File: src/rtl/dffram_arb_pkg.sv
// Shared types and constants for the two-requester DFFRAM arbiter.
package dffram_arb_pkg;

  localparam int ADDR_W        = 8;
  localparam int DEPTH_DEFAULT = 256;
  localparam int WSIZE_DEFAULT = 2;

  typedef enum logic {
    INIT = 1'b0,
    RUN  = 1'b1
  } arb_state_t;

  typedef logic req_id_t;

  // One registered response slot: who gets the strobe and whether ram_do is meaningful.
  typedef struct packed {
    logic [1:0] valid;
    logic       read;
  } rsp_t;

  function automatic req_id_t grant_id(input logic [1:0] grant);
    return grant[1];
  endfunction

endpackage

File: src/rtl/dffram_arbiter_rr_arb2.sv
// Two-way round-robin grant: a lone requester always wins, a tie goes to the one not granted last.
module rr_arb2
  import dffram_arb_pkg::*;
(
  input  logic [1:0] valid,
  input  req_id_t    last,
  output logic [1:0] grant
);

  always_comb begin
    grant = 2'b00;
    unique case (valid)
      2'b01:   grant = 2'b01;
      2'b10:   grant = 2'b10;
      2'b11:   grant = (last == 1'b1) ? 2'b01 : 2'b10;
      default: grant = 2'b00;
    endcase
  end

endmodule

File: src/rtl/dffram_arbiter.sv
// Two-requester front end for a single-port DFFRAM; define DFFRAM_ARB_INIT_EN to zero-fill the RAM
// after reset before any request is accepted.
module dffram_arbiter
  import dffram_arb_pkg::*;
#(
  parameter int WSIZE = WSIZE_DEFAULT,
  parameter int DEPTH = DEPTH_DEFAULT
) (
  input  logic                 clk,
  input  logic                 rst_n,

  input  logic                 r0_valid,
  output logic                 r0_ready,
  input  logic [WSIZE-1:0]     r0_we,
  input  logic [ADDR_W-1:0]    r0_addr,
  input  logic [WSIZE*8-1:0]   r0_wdata,
  output logic                 r0_rsp_valid,
  output logic [WSIZE*8-1:0]   r0_rdata,

  input  logic                 r1_valid,
  output logic                 r1_ready,
  input  logic [WSIZE-1:0]     r1_we,
  input  logic [ADDR_W-1:0]    r1_addr,
  input  logic [WSIZE*8-1:0]   r1_wdata,
  output logic                 r1_rsp_valid,
  output logic [WSIZE*8-1:0]   r1_rdata,

  output logic                 ram_en,
  output logic [WSIZE-1:0]     ram_we,
  output logic [ADDR_W-1:0]    ram_a,
  output logic [WSIZE*8-1:0]   ram_di,
  input  logic [WSIZE*8-1:0]   ram_do,

  output logic                 init_done
);

  arb_state_t state;
  req_id_t    last;
  rsp_t       rsp;
  logic [1:0] valid;
  logic [1:0] grant;
  logic [1:0] xfer;

  // An 8-bit address cannot reach beyond 256 words; an out-of-range DEPTH yields no logic here.
  if (DEPTH < 1 || DEPTH > (1 << ADDR_W)) begin : g_depth_out_of_range
  end

`ifdef DFFRAM_ARB_INIT_EN
  localparam logic [ADDR_W-1:0] LAST_ADDR = ADDR_W'(DEPTH - 1);

  logic [ADDR_W-1:0] init_addr;

  always_ff @(posedge clk or negedge rst_n) begin
    if (!rst_n) begin
      init_addr <= '0;
    end else if (state == INIT) begin
      init_addr <= init_addr + 1'b1;
    end
  end
`endif

  assign valid = {r1_valid, r0_valid};

  rr_arb2 u_rr_arb2 (
    .valid (valid),
    .last  (last),
    .grant (grant)
  );

  assign xfer     = (state == RUN) ? grant : 2'b00;
  assign r0_ready = xfer[0];
  assign r1_ready = xfer[1];

  // The init sweep is gated by rst_n so the RAM port stays quiet while reset is held.
  always_comb begin
    ram_en = 1'b0;
    ram_we = '0;
    ram_a  = '0;
    ram_di = '0;
    if (xfer[0]) begin
      ram_en = 1'b1;
      ram_we = r0_we;
      ram_a  = r0_addr;
      ram_di = r0_wdata;
    end else if (xfer[1]) begin
      ram_en = 1'b1;
      ram_we = r1_we;
      ram_a  = r1_addr;
      ram_di = r1_wdata;
    end
`ifdef DFFRAM_ARB_INIT_EN
    else if (state == INIT && rst_n) begin
      ram_en = 1'b1;
      ram_we = '1;
      ram_a  = init_addr;
      ram_di = '0;
    end
`endif
  end

  always_ff @(posedge clk or negedge rst_n) begin
    if (!rst_n) begin
      state     <= INIT;
      last      <= 1'b1;
      rsp       <= '0;
      init_done <= 1'b0;
    end else begin
      rsp.valid <= xfer;
      rsp.read  <= (|xfer) && (ram_we == '0);
      if (|xfer) begin
        last <= grant_id(xfer);
      end
      unique case (state)
        INIT: begin
`ifdef DFFRAM_ARB_INIT_EN
          if (init_addr == LAST_ADDR) begin
            state     <= RUN;
            init_done <= 1'b1;
          end
`else
          state     <= RUN;
          init_done <= 1'b1;
`endif
        end
        RUN: begin
          state     <= RUN;
          init_done <= 1'b1;
        end
        default: begin
          state     <= INIT;
          init_done <= 1'b0;
        end
      endcase
    end
  end

  // Write responses return zero; read data is passed straight through from the RAM output.
  assign r0_rsp_valid = rsp.valid[0];
  assign r1_rsp_valid = rsp.valid[1];
  assign r0_rdata     = (rsp.valid[0] && rsp.read) ? ram_do : '0;
  assign r1_rdata     = (rsp.valid[1] && rsp.read) ? ram_do : '0;

endmodule

File: config.mk
export PLATFORM = sky130hd
export DESIGN_NAME = dffram_arbiter
export DESIGN_NICKNAME = d
export VERILOG_FILES = /design/src/rtl/dffram_arb_pkg.sv /design/src/rtl/dffram_arbiter_rr_arb2.sv /design/src/rtl/dffram_arbiter.sv
export SDC_FILE = /design/constraint.sdc
export NUM_CORES = 1
export LEC_CHECK = 0
export BUFFER_PORTS_ARGS = -buffer_cell sky130_fd_sc_hd__buf_2
export CAP_MARGIN = 20
export CELL_PAD_IN_SITES_DETAIL_PLACEMENT = 1
export CELL_PAD_IN_SITES_GLOBAL_PLACEMENT = 1
export CORE_ASPECT_RATIO = 1.75
export CORE_MARGIN = 4
export CORE_UTILIZATION = 15
export DETAILED_ROUTE_END_ITERATION = 10
export PLACE_DENSITY_LB_ADDON = 0.1
export SLEW_MARGIN = 0
export SYNTH_ARGS = -nofsm -noshare
export SYNTH_HDL_FRONTEND = slang
export SYNTH_SLANG_ARGS = --single-unit
File: constraint.sdc
create_clock -name clk -period 2.35 [get_ports clk]
set_clock_uncertainty 0.1 [all_clocks]
set_input_delay 0.1175 -clock clk [delete_from_list [all_inputs] [get_ports clk]]
set_output_delay 0.1175 -clock clk [all_outputs]
set_load 0.1 [all_outputs]
==> qor.txt <==
DR iter-0 viols - 29
Drt drc - 0
Antenna Cells - 0
TritonCTS Buffers - 3
Final #Nets - 293
Crit-path slowest cell - dfstp_2
I/O Buffers - 135
Vias per cell - 4.70
Max-slew headroom - 0.570
Share of post-route cells with drive strength above 1 - 0.700
Critical path class - reg2out
Worst-path clk slew - 0.03 ns
Drt total wl - 3.98 mm
Net Count, Synth - 160
Setup bufs post-CTS - 0
Post-DRT Antenna Nets - 0
First-pass GRT wire length - 5.89 mm
GRT overflow - 0
Initial Util - 0.158
Leakage - 1.13 nW
Die ar. - 5920 sq um
Final min period - 2.08 ns
Core area - 4480 sq um
Critical Path AT - 1.86 ns
Largest net degree at the start of global routing - 33
Crit-path max FO - 25
Tot GR Track Use - 0.128
Worst Path Required - 2.13 ns
Max clock buf depth - 2
Antenna violations before repair - 0
H-tree levels - 1
Hold Vio Cnt, Final - 0
Detail Placement HPWL - 3.57 mm
Max_cap viols - 0
Worst-Skew Late Latency - 0.22 ns
PD cells - 511 nW/um^2
RePlAce Congestion - 0.715
Post-Synthesis Cells - 88
Setup TNS - 0 ns
Clock sink count - 5
Die Height - 98.8 um
Post-CTS Resized - 0
Avg Inst Size Synth - 8.03 sq um
Ports - 136
Top post-synthesis cells by area - a22o_1 (32%), and3_1 (28%), dfrtp_1 (14%), buf_6 (4.8%), dfstp_2 (3.7%)
Vias in the first global route - 1354
Buffer and inverter count on the worst path - 2
DRT Pass-1 Iters - 2
CP max stage delay - 0.56 ns
Drt wl/cell - 14.7 um
Die W - 59.9 um
Critical path endpoint category - primary output
Area grow syn2layout - 160%
Yosys warning total - 0
Worst VDD drop - 236 uV
Worst Max-Slew Pin Slew - 0.644 ns
Vias - 1275
Crit start category - register
Final setup fails - 0
Yosys top cell area share - 0.322
RSZ-0062 raised after global routing - no
Register area share after synthesis - 0.179
Period utilization - 0.886
Cell variety after synth - 17
Status - finished, final reports clean
Hold slack - 0.0667 ns
Cell Area, Synth - 707 sq um
Synthesized flop and latch total - 5
Worst min-delay path class - in2reg
Clk Tree Root Cell - clkbuf_8
Cell taking the most area after synthesis - a22o_1
CP top delay family - buffers and inverters
Fmax - 0.480 GHz
Max Slew Vio Count - 0
FP Rows - 32
Critical Path, Cell by Cell - nand2b_1, nor2b_4, buf_4, buf_2
CTS tree - yes
-- timing repair --
item | CTS | global route
hold buffers | 1 | 0
endpoints found under the setup margin | 0 | 0
endpoints found under the hold margin | 5 | 0
-- power breakdown --
group / internal, mW / total [mW] / switching, mW
sequential: 0.0968 / 0.116 / 0.0187
combinational: 0.222 / 0.669 / 0.446
clock: 0.116 / 0.157 / 0.0406
-- synthesized netlist by cell type --
master / number
and3_1: 32
a22o_1: 26
clkbuf_1: 5
dfrtp_1: 4
nand2_1: 4
buf_6: 3
buf_4: 2
nand3_1: 2
nor2_1: 2
a21boi_0: 1
a21oi_2: 1
conb_1: 1
dfstp_2: 1
nand2b_1: 1
nor2b_4: 1
o21a_1: 1
o21ai_0: 1
-- sequential cells by signal (all words and copies together) (netlist names) --
register / count
rsp: 1
r0_rsp_valid: 1
state: 1
r1_rsp_valid: 1
last: 1
-- final timing paths --
path / to / cells after the start / slack (ns) / start
worst min register to register: last$_DFFE_PN1P_ / 2 / 0.42 / last$_DFFE_PN1P_
min in group asynchronous: r1_rsp_valid$_DFF_PN0_ / 2 / 0.14 / rst_n
max in group asynchronous: last$_DFFE_PN1P_ / 2 / 1.80 / rst_n
worst max-delay path: r0_ready / 4 / 0.27 / last$_DFFE_PN1P_
worst min-delay path: r1_rsp_valid$_DFF_PN0_ / 2 / 0.07 / r0_valid
worst max register to register: rsp[0]$_DFF_PN0_ / 3 / 1.15 / last$_DFFE_PN1P_
-- worst register-to-register path, delay by kind of cell, from the launching register on --
kind / cells / cell delay [ns]
AOI/OAI and AO/OA: 1 / 0.16
and+or+nand+nor: 2 / 0.32
DFF: 1 / 0.56
-- routing by layer --
layer,vias up,GRT usage,share of wire
met5,-,0,0
met4,0,0.0512,0.016
met3,5,0.0668,0.17
met2,112,0.238,0.50
met1,551,0.107,0.31
li1,607,-,-
-- logic make-up after synthesis --
logic type	synth area share
flops	0.179
simple gates	0.358
compound gates	0.363
other cells	0.00530
buf+inv	0.0956
-- cells in the final DEF, fill, tap and decap left out --
master | synthesis | layout
dfrtp_1 | 4 | 3
dfrtp_2 | 0 | 1
buf_12 | 0 | 25
buf_2 | 0 | 110
clkbuf_8 | 0 | 3
a22o_2 | 0 | 9
clkbuf_1 | 5 | 1
dlygate4sd3_1 | 0 | 1
conb_1 | 1 | 1
nor2b_4 | 1 | 1
a21oi_2 | 1 | 1
o21ai_0 | 1 | 1
buf_4 | 2 | 2
nand2_1 | 4 | 4
and3_1 | 32 | 32
a21boi_2 | 0 | 1
a22o_1 | 26 | 17
nand2b_1 | 1 | 1
dfstp_2 | 1 | 1
nor2_1 | 2 | 2
nand3_1 | 2 | 2
o21a_1 | 1 | 1
-- metrics by stage --
step	instance area, sq um	cells	worst slack, ns	utilization	power, mW
final	1840	271	0.268	0.410	0.941
after global routing	1840	271	0.151	0.410	0.984
after CTS	1840	271	0.242	0.410	0.952
after detailed placement	1790	266	0.483	0.398	0.789
after global placement	1790	266	0.542	0.398	0.782
after floorplan	723	88	0.0696	-	0.546
-- area by class of cell --
cell class / count / area, sq um
well taps: 51 / 63.8
fillers: 556 / 2640
repair buffers: 138 / 1080
clock buffers: 4 / 45.0
multi-input cells: 73 / 528
flip-flops and latches: 5 / 128
No activity file was read; power rests on OpenSTA's default activity.
